<file path="src/rtl/frame_downsampler_pkg.sv">
// Shared frame-buffer geometry, downsampler state encoding and output beat type.
package frame_downsampler_pkg;

    localparam int unsigned COL_NUM         = 320;
    localparam int unsigned ROW_NUM         = 240;
    localparam int unsigned PIXEL_NUM       = COL_NUM * ROW_NUM;
    localparam int unsigned PIXEL_NUM_WIDTH = $clog2(PIXEL_NUM);
    localparam int unsigned CROP_X          = 48;
    localparam int unsigned CROP_Y          = 8;
    localparam int unsigned BLOCK           = 8;
    localparam int unsigned OUT_DIM         = 28;
    localparam int unsigned CROP_DIM        = OUT_DIM * BLOCK;
    localparam int unsigned CROP_BASE       = CROP_Y * COL_NUM + CROP_X;

    localparam int unsigned BLOCK_W = $clog2(BLOCK);
    localparam int unsigned COL_W   = $clog2(CROP_DIM);
    localparam int unsigned SEL_W   = $clog2(OUT_DIM);
    localparam int unsigned CNT_W   = $clog2(BLOCK * BLOCK) + 1;
    localparam int unsigned PIX_W   = 8;
    localparam int unsigned IDX_W   = $clog2(OUT_DIM * OUT_DIM);

    typedef enum logic [2:0] {
        ST_IDLE,
        ST_READ,
        ST_DRAIN,
        ST_EMIT,
        ST_DONE
    } ds_state_t;

    typedef struct packed {
        logic [IDX_W-1:0] index;
        logic [PIX_W-1:0] data;
    } pix_beat_t;

    // Map a white-pixel count (0..64) onto 8-bit gray; a full block saturates to 255.
    function automatic logic [PIX_W-1:0] count_to_gray(input logic [CNT_W-1:0] count);
        if (count == CNT_W'(BLOCK * BLOCK)) begin
            return PIX_W'(255);
        end
        return {count[CNT_W-2:0], 2'b00};
    endfunction

endpackage

</file>
<file path="src/rtl/frame_downsampler_if.sv">
// Output pixel stream from the downsampler to the classifier input buffer.
interface frame_downsampler_if;
    import frame_downsampler_pkg::*;

    logic             out_valid;
    logic             out_ready;
    logic [PIX_W-1:0] out_data;
    logic [IDX_W-1:0] out_index;

    modport master (output out_valid, output out_data, output out_index, input out_ready);
    modport slave  (input out_valid, input out_data, input out_index, output out_ready);

endinterface

</file>
<file path="src/rtl/frame_downsampler_block_accumulator.sv">
// Bank of per-block white-pixel counters for one block row.
module block_accumulator
    import frame_downsampler_pkg::*;
(
    input  logic             clk,
    input  logic             reset,
    input  logic             clear,
    input  logic             inc_en,
    input  logic [SEL_W-1:0] inc_sel,
    input  logic [SEL_W-1:0] rd_sel,
    output logic [CNT_W-1:0] rd_count
);

    logic [CNT_W-1:0] acc [OUT_DIM];

    // Counter bank: clear wins over increment.
    always_ff @(posedge clk or negedge reset) begin
        if (!reset) begin
            for (int i = 0; i < int'(OUT_DIM); i++) begin
                acc[i] <= '0;
            end
        end else if (clear) begin
            for (int i = 0; i < int'(OUT_DIM); i++) begin
                acc[i] <= '0;
            end
        end else if (inc_en) begin
            acc[inc_sel] <= acc[inc_sel] + CNT_W'(1);
        end
    end

    assign rd_count = (rd_sel < SEL_W'(OUT_DIM)) ? acc[rd_sel] : '0;

endmodule

</file>
<file path="src/rtl/frame_downsampler.sv">
// Scans the 224x224 crop of the 1-bit frame buffer and streams a 28x28 gray image.
module frame_downsampler
    import frame_downsampler_pkg::*;
(
    input  logic                       clk,
    input  logic                       reset,
    input  logic                       en,
    input  logic                       start,
    output logic                       busy,
    output logic                       done,
    output logic [PIXEL_NUM_WIDTH-1:0] ram_read_addr,
    input  logic                       ram_q,
    frame_downsampler_if.master        pix
);

    ds_state_t                  state_q, state_nx;
    logic [SEL_W-1:0]           brow_q, brow_nx;
    logic [BLOCK_W-1:0]         line_q, line_nx;
    logic [COL_W-1:0]           col_q, col_nx;
    logic [PIXEL_NUM_WIDTH-1:0] row_base_q, row_base_nx;
    logic [PIXEL_NUM_WIDTH-1:0] addr_q, addr_nx;
    logic                       tag_vld_q, tag_vld_nx;
    logic [COL_W-1:0]           tag_col_q, tag_col_nx;
    logic [SEL_W-1:0]           k_q, k_nx;
    pix_beat_t                  beat_q, beat_nx;
    logic                       out_valid_q, out_valid_nx;
    logic                       busy_q, busy_nx;
    logic                       done_q, done_nx;
    logic                       q_hold_q, hold_q;
    logic                       q_eff;
    logic                       acc_clear;
    logic [SEL_W-1:0]           rd_sel;
    logic [CNT_W-1:0]           rd_count;

    // While stalled the RAM re-reads the held address, so park the in-flight datum.
    always_ff @(posedge clk or negedge reset) begin
        if (!reset) begin
            q_hold_q <= 1'b0;
            hold_q   <= 1'b0;
        end else if (!en) begin
            if (!hold_q) begin
                q_hold_q <= ram_q;
                hold_q   <= 1'b1;
            end
        end else begin
            hold_q <= 1'b0;
        end
    end

    assign q_eff = hold_q ? q_hold_q : ram_q;

    block_accumulator u_acc (
        .clk      (clk),
        .reset    (reset),
        .clear    (en && acc_clear),
        .inc_en   (en && tag_vld_q && q_eff),
        .inc_sel  (tag_col_q[COL_W-1:BLOCK_W]),
        .rd_sel   (rd_sel),
        .rd_count (rd_count)
    );

    // Next-state, address generation and output beat selection.
    always_comb begin
        state_nx    = state_q;
        brow_nx     = brow_q;
        line_nx     = line_q;
        col_nx      = col_q;
        row_base_nx = row_base_q;
        addr_nx     = addr_q;
        tag_vld_nx  = 1'b0;
        tag_col_nx  = tag_col_q;
        k_nx        = k_q;
        beat_nx     = beat_q;
        acc_clear   = 1'b0;
        rd_sel      = k_q;

        unique case (state_q)
            ST_IDLE: begin
                if (start) begin
                    state_nx    = ST_READ;
                    brow_nx     = '0;
                    line_nx     = '0;
                    col_nx      = '0;
                    row_base_nx = PIXEL_NUM_WIDTH'(CROP_BASE);
                    addr_nx     = PIXEL_NUM_WIDTH'(CROP_BASE);
                    beat_nx     = '0;
                    acc_clear   = 1'b1;
                end
            end
            ST_READ: begin
                tag_vld_nx = 1'b1;
                tag_col_nx = col_q;
                if (col_q == COL_W'(CROP_DIM - 1)) begin
                    col_nx = '0;
                    if (line_q == BLOCK_W'(BLOCK - 1)) begin
                        state_nx = ST_DRAIN;
                    end else begin
                        line_nx     = line_q + BLOCK_W'(1);
                        row_base_nx = row_base_q + PIXEL_NUM_WIDTH'(COL_NUM);
                        addr_nx     = row_base_q + PIXEL_NUM_WIDTH'(COL_NUM);
                    end
                end else begin
                    col_nx  = col_q + COL_W'(1);
                    addr_nx = addr_q + PIXEL_NUM_WIDTH'(1);
                end
            end
            ST_DRAIN: begin
                state_nx     = ST_EMIT;
                k_nx         = '0;
                rd_sel       = '0;
                beat_nx.data = count_to_gray(rd_count);
            end
            ST_EMIT: begin
                if (pix.out_ready) begin
                    beat_nx.index = beat_q.index + IDX_W'(1);
                    if (k_q == SEL_W'(OUT_DIM - 1)) begin
                        acc_clear = 1'b1;
                        if (brow_q == SEL_W'(OUT_DIM - 1)) begin
                            state_nx = ST_DONE;
                        end else begin
                            state_nx    = ST_READ;
                            brow_nx     = brow_q + SEL_W'(1);
                            line_nx     = '0;
                            col_nx      = '0;
                            row_base_nx = row_base_q + PIXEL_NUM_WIDTH'(COL_NUM);
                            addr_nx     = row_base_q + PIXEL_NUM_WIDTH'(COL_NUM);
                        end
                    end else begin
                        k_nx         = k_q + SEL_W'(1);
                        rd_sel       = k_q + SEL_W'(1);
                        beat_nx.data = count_to_gray(rd_count);
                    end
                end
            end
            ST_DONE: begin
                state_nx = ST_IDLE;
            end
            default: begin
                state_nx = ST_IDLE;
            end
        endcase

        out_valid_nx = (state_nx == ST_EMIT);
        busy_nx      = (state_nx != ST_IDLE);
        done_nx      = (state_nx == ST_DONE);
    end

    // State and output registers; everything freezes while en is low.
    always_ff @(posedge clk or negedge reset) begin
        if (!reset) begin
            state_q     <= ST_IDLE;
            brow_q      <= '0;
            line_q      <= '0;
            col_q       <= '0;
            row_base_q  <= '0;
            addr_q      <= '0;
            tag_vld_q   <= 1'b0;
            tag_col_q   <= '0;
            k_q         <= '0;
            beat_q      <= '0;
            out_valid_q <= 1'b0;
            busy_q      <= 1'b0;
            done_q      <= 1'b0;
        end else if (en) begin
            state_q     <= state_nx;
            brow_q      <= brow_nx;
            line_q      <= line_nx;
            col_q       <= col_nx;
            row_base_q  <= row_base_nx;
            addr_q      <= addr_nx;
            tag_vld_q   <= tag_vld_nx;
            tag_col_q   <= tag_col_nx;
            k_q         <= k_nx;
            beat_q      <= beat_nx;
            out_valid_q <= out_valid_nx;
            busy_q      <= busy_nx;
            done_q      <= done_nx;
        end
    end

    assign busy          = busy_q;
    assign done          = done_q;
    assign ram_read_addr = addr_q;
    assign pix.out_valid = out_valid_q;
    assign pix.out_data  = beat_q.data;
    assign pix.out_index = beat_q.index;

endmodule

</file>
<file path="src/flat_wrapper.sv">
// flat-port wrapper written by rule: the top's interface ports become plain ports
module frame_downsampler_flat import frame_downsampler_pkg::*;
  (clk, reset, en, start, busy, done, ram_read_addr, ram_q, pix_out_valid, pix_out_data, pix_out_index, pix_out_ready);
  frame_downsampler_if pix_i ();
  input  logic clk;
  input  logic reset;
  input  logic en;
  input  logic start;
  output logic busy;
  output logic done;
  output logic [PIXEL_NUM_WIDTH-1:0] ram_read_addr;
  input  logic ram_q;
  output wire logic [$bits(pix_i.out_valid)-1:0] pix_out_valid;
  output wire logic [$bits(pix_i.out_data)-1:0] pix_out_data;
  output wire logic [$bits(pix_i.out_index)-1:0] pix_out_index;
  input wire logic [$bits(pix_i.out_ready)-1:0] pix_out_ready;
  assign pix_out_valid = pix_i.out_valid;
  assign pix_out_data = pix_i.out_data;
  assign pix_out_index = pix_i.out_index;
  assign pix_i.out_ready = pix_out_ready;
  frame_downsampler u_core (.clk(clk), .reset(reset), .en(en), .start(start), .busy(busy), .done(done), .ram_read_addr(ram_read_addr), .ram_q(ram_q), .pix(pix_i));
endmodule
</file>
<file path="config.mk">
export PLATFORM = sky130hd
export DESIGN_NAME = frame_downsampler_flat
export DESIGN_NICKNAME = d
export VERILOG_FILES = /design/src/rtl/frame_downsampler_pkg.sv /design/src/rtl/frame_downsampler_if.sv /design/src/rtl/frame_downsampler_block_accumulator.sv /design/src/rtl/frame_downsampler.sv /design/src/flat_wrapper.sv
export SDC_FILE = /design/constraint.sdc
export NUM_CORES = 1
export LEC_CHECK = 0
export CORE_MARGIN = 4
export CORE_UTILIZATION = 59
export DETAILED_ROUTE_END_ITERATION = 10
export PLACE_DENSITY = 0.77
export RECOVER_POWER = 25
export SKIP_LAST_GASP = 1
export SLEW_MARGIN = 15
export SYNTH_ARGS = -nofsm -noshare
export SYNTH_HDL_FRONTEND = slang
export SYNTH_SLANG_ARGS = --single-unit
</file>
<file path="constraint.sdc">
create_clock -name clk -period 3.98 [get_ports clk]
set_clock_uncertainty 0.1 [all_clocks]
set_input_delay 0.597 -clock clk [delete_from_list [all_inputs] [get_ports clk]]
set_output_delay 0.597 -clock clk [all_outputs]
set_load 0.1 [all_outputs]
</file>
# --- Yosys cells after proc, flatten, opt, wreduce, memory -nomap -nowiden ---
# Cells that the tools add are included.
totals:
  output_inout_bits: 38
  regBits: 286
  word_cells: 162
  in_bits: 6
classes:
  add_sub_neg: 8
  n_reduce_logical: 17
  n_mux: 69
  n_bitwise: 2
  eq_ne: 18
  n_lt_le_gt_ge: 4
ops:
  columns: ["operator", "n"]
  rows:
  - ["2-to-1 mux 196 bit", 2]
  - ["bitwise mux 196 bit", 1]
  - ["2-to-1 mux 17 bit", 7]
  - ["case mux 17 bit (3 select lines)", 2]
  - ["2-to-1 mux 8 bit", 9]
  - ["binary-select mux 7 bit (select 5 bit)", 2]
  - ["case mux 8 bit (3 select lines)", 2]
  - ["2-to-1 mux 7 bit", 6]
  - ["2-to-1 mux 18 bit", 2]
  - ["2-to-1 mux 3 bit", 12]
  - ["demux 7 bit (select 5 bit)", 1]
  - ["2-to-1 mux 5 bit", 6]
  - ["case mux 10 bit (2 select lines)", 1]
  - ["case mux 5 bit (2 select lines)", 2]
  - ["adder 17 x 1 -> 17 bit, second input constant", 1]
  - ["adder 17 x 9 -> 17 bit, second input constant", 1]
  - ["greater-or-equal comparator 6 bit, second input constant", 2]
  - ["NOT 5 -> 6 bit", 2]
  - ["case mux 3 bit (4 select lines)", 1]
  - ["AND reduction 6 bit", 2]
  - ["2-to-1 mux 1 bit", 11]
  - ["adder 10 x 1 -> 10 bit, second input constant", 1]
  - ["adder 5 x 1 -> 5 bit, second input constant", 2]
  - ["equality test 5 bit, second input constant", 2]
  - ["other kinds (24)", 38]

# --- Logic depth before layout (Yosys ltp) ---
depth:
  word_depth: 18
  ltp_mapped: 15

# --- Modules after synthesis ---
# Synthesis repeated with hierarchy kept, for this count alone.
unflattened:
  hier_cells: 1692
  area_unflattened_um2: 16927.5
by_module_without_submodules:
  columns: ["mod", "cells_per_inst", "area_per_inst_um2", "seq_area_each_um2", "n_inst"]
  rows:
  - ["block_accumulator", 1189, 12390.6, 4904.7, 1]
  - ["frame_downsampler", 503, 4536.9, 2026.9, 1]

# --- Worst setup path after synthesis ---
# Ideal clock, no wire load.
synth_path:
  path_type: "flip-flop to flip-flop"
  startpoint: "reg u_core.tag_col_q[3]"
  endpoint: "reg u_core.u_acc.acc[153] (netlist name)"
  setup_slack_ns: 0.491
  arrival_time_ns: 3.248
  path_stages_with_launch: 16
  setup_time_ns: 0.141
  required_ns: 3.739
  synth_period_minus_slack_ns: 3.489
  path_cell_list: "dfrtp_1 -> buf_6 -> buf_8 -> buf_8 -> mux4_2 -> nor2_1 -> nor3_1 -> a31o_2 -> o221a_2 -> clkbuf_1 -> ha_1 -> nand3_1 -> or4b_4 -> xnor2_4 -> buf_6 -> a211oi_1"
synth_via:
  elab_chain_len: 8
synth_lines:
  columns: ["element", "line_no", "rtl"]
  rows:
  - ["start, declared", "frame_downsampler.sv:23", "logic [COL_W-1:0] tag_col_q, tag_col_nx;"]
  - ["start signal, assigned", "frame_downsampler.sv:172", "tag_col_q <= tag_col_nx;"]
  - ["NOT 5 -> 6 bit (implied by the code) *", "frame_downsampler_block_accumulator.sv:27", "acc[inc_sel] <= acc[inc_sel] + CNT_W'(1);"]
  - ["binary-select mux 7 bit (select 5 bit), or another cell as far along", "frame_downsampler_block_accumulator.sv:27", null]
  - ["2-to-1 mux 7 bit (implied by the code) / logical AND 1 bit (equally long branches)", "frame_downsampler_block_accumulator.sv:27", null]
  - ["2-to-1 mux 7 bit (implied by the code)", "frame_downsampler_block_accumulator.sv:27", null]
  - ["adder 7 x 1 -> 7 bit / demux 7 bit (select 5 bit) (equally long branches)", "frame_downsampler_block_accumulator.sv:27", null]
  - ["bitwise mux 196 bit *", "frame_downsampler_block_accumulator.sv:27", null]
  - ["2-to-1 mux 196 bit *", "frame_downsampler_block_accumulator.sv:26", "end else if (inc_en) begin"]
  - ["2-to-1 mux 196 bit *", "frame_downsampler_block_accumulator.sv:22", "end else if (clear) begin"]
  - ["end signal, assigned by index", "frame_downsampler_block_accumulator.sv:27", null]
  - ["end, declared", "frame_downsampler_block_accumulator.sv:14", "logic [CNT_W-1:0] acc [OUT_DIM];"]
# Every way passes the cells marked *; elsewhere a longest branch is shown, timed or not. The select of a mux whose other input is x is not followed.
# A chain may end at the register's enable or synchronous reset.

# --- Worst setup path in the final report ---
# Same ends and word-level chain as after synthesis.

==> results.txt <==
----------------------------------------------------
[Yosys]
  Mapped Avg Cell Area ... just under 10 sq um
  Synth area leader ... sky130_fd_sc_hd__dfrtp_1
  Net count of the mapped netlist ... ~1600
  Cell count after synthesis ... about 1600
  Ys async rst share ... 1.00
  Distinct cells, synth ... 96
  Number of storage elements in the synthesis netlist ... between 200 and 300
  Share of the synthesized area in the top cell type ... 0.437
  Sequential cell area fraction in the yosys report ... 0.437
  Most common flop cell mapped by yosys ... sky130_fd_sc_hd__dfrtp_1
  Post-synth design cell area ... between 0.015 and 0.02 sq mm
  YS warnings ... 0
  Post-synth EDFFs ... 0
  Cell with the most instances after synthesis ... sky130_fd_sc_hd__dfrtp_1
  Cells taking the most area after synthesis ... sky130_fd_sc_hd__dfrtp_1 44%, sky130_fd_sc_hd__mux4_2 9.4%, sky130_fd_sc_hd__o21ai_0 5.0%, sky130_fd_sc_hd__nor2_1 4.7%, sky130_fd_sc_hd__mux2i_1 4.5%
  Top cell types by occurrence after synthesis ... 277 x sky130_fd_sc_hd__dfrtp_1, 199 x sky130_fd_sc_hd__nor2_1, 159 x sky130_fd_sc_hd__nand2_1

[CTS]
  CTS H-tree depth ... 1
  Clock tree from TritonCTS ... done
  Later-pin clock latency in the skew report ... approximately 0.55 ns
  Clock-pin slew reported for the worst setup and hold paths after clock tree synthesis ... around 0.060 ns
  Maximum buffer depth of the clock tree ... 3
  CTS root buffer ... sky130_fd_sc_hd__clkbuf_16
  Number of gates resized after CTS ... 0
  Number of clock sinks seen by CTS ... about 280
  Hold Buf Count CTS ... 0
  Total setup buffers inserted after CTS ... 0
  Total clock buffers created by CTS ... 28

[STA]
  Minimum clock period ... 3.75 ns
  Final-report max-slew violation count ... between 90 and 100
  Worst Max-Slew Pin Slew ... about 2.5 ns
  Share of the clock period used by the worst path after layout ... 0.941
  Final sum of negative setup slack ... 0 ns
  Final count of hold timing violations ... 0
  Number of setup violations in the final report ... 0
  Fmax achieved ... between 200 and 300 MHz
  Setup repair after global routing missed its margin ... no
  Max_slew headroom ... -0.676

[Floorplan]
  Initial standard-cell utilization of the core ... 0.603
  Chip height ... 172 microns
  Boundary pin count ... 44
  CORE AREA ... about 0.026 sq mm
  Site row count ... 59
  Horizontal die dimension ... approximately 170 microns
  DIE AREA ... 0.0296 sq mm

[Run status]
  Failing checks ... capacitance limit, slew limit
  Run status ... finished, violations left

[GRT]
  Via count of the first global-routing pass ... around 13000
  Wire length of the first global-routing pass ... between 70 and 80 mm
  Total routing resource utilization after global routing ... 0.328
  Overflow after GRT ... 0
  Pin count of the biggest net entering global routing ... 130
  Initial antenna violation count ... 0

[Placement]
  Port Buffer Count ... between 40 and 50
  GPL Wtd Cong ... approximately 1.1
  Cell area reported after detailed placement ... 0.0168 sq mm
  HPWL reported at the end of detailed placement ... between 30 and 40 mm

[Route]
  Drt first pass iters ... 8
  Number of vias after detailed routing ... 13760
  Violation count after the first detailed-route iteration ... 1900
  Vias per inst ... 6.92
  Routed wire length ... between 40 and 50 mm
  Count of unresolved DRC violations after routing ... 0
  Post-DRT Antenna Nets ... 0
  Drt wl/cell ... ~24 microns

[Critical path]
  Critical Path End Type ... register
  Critical path class ... reg2reg
  Element type at the critical path start ... register
  Required time of the critical path ... 4.28 ns
  Crit path from ... u_core.tag_col_q[3]
  CP max FO ... 28
  Arrival time reported for the critical path endpoint ... slightly above 4 ns
  Worst R2R Start ... u_core.tag_col_q[3]

[Cells and area]
  Ant. Diodes ... 0
  Area growth, synth to finish ... 12.7%
  Number of nets at the end of the flow ... about 1600
  Reg area ... 0.00694 sq mm
  Share of final-layout standard cells stronger than drive strength 1 ... 0.167
  Filler cell count ... 1958
  Final instance area ... between 0.015 and 0.02 sq mm
  Combined area of the multi-input logic cells ... roughly 0.008 sq mm

[Hold path]
  Hold path startpoint ... u_core.row_base_q[16]
  Hold WC Path Type ... reg2reg

[Power]
  Peak supply drop ... roughly 0.33 mV
  Leakage power total ... 7.49 nW
  Design Power ... ~7.6 mW
  Power density relative to cell area ... between 400 and 500 mW/mm^2

[Job]
  Max Cap Violations ... 1

----------------------------------------------------
layout make-up:
class | count | share of cell area
Multi-Input combinational cell | 1168 | 0.452
Inverter | 19 | 0.00399
Sequential cell | 277 | 0.388
Clock buffer | 36 | 0.0454
Tap cell | 335 | 0.0235
Clock inverter | 16 | 0.0166
Timing Repair Buffer | 137 | 0.0708
final timing paths:
| check | cells past startpoint | slack, ns | end |
|---|---|---|---|
| min reg2reg | 2 | 0.41 | u_core.row_base_q[16] |
| max | 10 | 0.23 | u_core.u_acc.acc[153] |
| min | 2 | 0.41 | u_core.row_base_q[16] |
| max in group asynchronous | 2 | 1.12 | u_core.pix.out_data[5] |
| max reg2reg | 10 | 0.23 | u_core.u_acc.acc[153] |
| min in group asynchronous | 1 | 0.72 | u_core.pix.out_index[9] |
kinds of logic after synthesis:
logic type	Yosys count	share of synthesized area
multiplexers	156	0.153
buffers and inverters	159	0.0560
XOR/XNOR	20	0.0139
AO/OA/AOI/OAI	459	0.183
adder cells (fa/ha/maj)	9	0.00710
AND/OR/NAND/NOR	524	0.150
flip-flops	277	0.437
layer usage:
metal	track usage	part of all wire	routed length (microns)	up-vias
met5	0	0	0	-
met4	0.114	0.042	2050	0
met3	0.0592	0.11	5150	157
met2	0.514	0.46	22000	922
met1	0.468	0.39	19000	6770
li1	-	-	-	5911
placed cells by master, fill, tap and decap left out, types with 4 or more instances in the layout:
master | netlist | layout
sky130_fd_sc_hd__or3_1 | 6 | 6
sky130_fd_sc_hd__o22ai_1 | 5 | 5
sky130_fd_sc_hd__o21ai_0 | 158 | 158
sky130_fd_sc_hd__a31oi_1 | 11 | 11
sky130_fd_sc_hd__nand2_1 | 159 | 159
sky130_fd_sc_hd__nand2b_1 | 8 | 8
sky130_fd_sc_hd__a21oi_1 | 123 | 122
sky130_fd_sc_hd__nand4_1 | 16 | 16
sky130_fd_sc_hd__a22o_1 | 5 | 5
sky130_fd_sc_hd__mux4_2 | 66 | 66
sky130_fd_sc_hd__dfrtp_1 | 277 | 275
sky130_fd_sc_hd__a32oi_1 | 6 | 6
sky130_fd_sc_hd__mux2i_1 | 72 | 72
sky130_fd_sc_hd__clkbuf_8 | 5 | 8
sky130_fd_sc_hd__o31ai_1 | 9 | 9
sky130_fd_sc_hd__clkdlybuf4s50_1 | 0 | 42
sky130_fd_sc_hd__o211ai_1 | 5 | 5
sky130_fd_sc_hd__xor2_1 | 7 | 6
sky130_fd_sc_hd__o221ai_1 | 5 | 5
sky130_fd_sc_hd__buf_12 | 2 | 11
sky130_fd_sc_hd__inv_1 | 18 | 18
sky130_fd_sc_hd__and3_1 | 20 | 20
sky130_fd_sc_hd__nand3b_1 | 4 | 4
sky130_fd_sc_hd__xnor2_1 | 10 | 9
sky130_fd_sc_hd__nand3_1 | 53 | 53
sky130_fd_sc_hd__nor2_1 | 199 | 199
sky130_fd_sc_hd__ha_1 | 9 | 9
sky130_fd_sc_hd__nor3_1 | 21 | 21
sky130_fd_sc_hd__mux2_2 | 17 | 17
sky130_fd_sc_hd__clkinv_2 | 0 | 5
sky130_fd_sc_hd__clkbuf_16 | 0 | 28
sky130_fd_sc_hd__buf_4 | 8 | 82
sky130_fd_sc_hd__a21o_1 | 6 | 6
sky130_fd_sc_hd__and2_1 | 7 | 7
sky130_fd_sc_hd__bufinv_16 | 0 | 8
sky130_fd_sc_hd__a211oi_1 | 77 | 77
critical path: stages, from the launching register on:
cell	delay, ns
sky130_fd_sc_hd__dfrtp_4	0.80
sky130_fd_sc_hd__buf_4	0.32
sky130_fd_sc_hd__mux4_2	0.28
sky130_fd_sc_hd__a31oi_1	0.10
sky130_fd_sc_hd__o2111ai_1	0.26
sky130_fd_sc_hd__ha_1	0.26
sky130_fd_sc_hd__nand3_1	0.16
sky130_fd_sc_hd__or4b_4	0.56
sky130_fd_sc_hd__xnor2_4	0.40
sky130_fd_sc_hd__buf_12	0.23
sky130_fd_sc_hd__a211oi_1	0.10
flip-flops by register name, summed over array words and instances (netlist names), 7 cells and up:
register              count
u_core.u_acc.acc        196
u_core.row_base_q        12
u_core.pix.out_data       7
u_core.col_q              8
u_core.ram_read_addr     17
u_core.pix.out_index     10
power breakdown:
group	leakage [nW]	internal, mW	switching, mW
logic	3.15	0.491	1.03
registers	3.79	2.90	0.110
clock network	0.542	1.96	1.15
stage by stage:
| step | hold WS (ns) | setup WS [ns] | util | std cells |
|---|---|---|---|---|
| 6_report | 0.409 | 0.235 | 0.680 | 1988 |
| 3_3_place_gp | 0.385 | 0.234 | 0.638 | 1936 |
| 2_1_floorplan | 0.201 | 0.491 | - | 1604 |
| 5_1_grt | 0.424 | 0.0813 | 0.680 | 1988 |
| 3_5_place_dp | 0.393 | 0.208 | 0.638 | 1936 |
| 4_1_cts | 0.0111 | 0.325 | 0.680 | 1988 |
No activity file was read; power rests on OpenSTA's default activity.
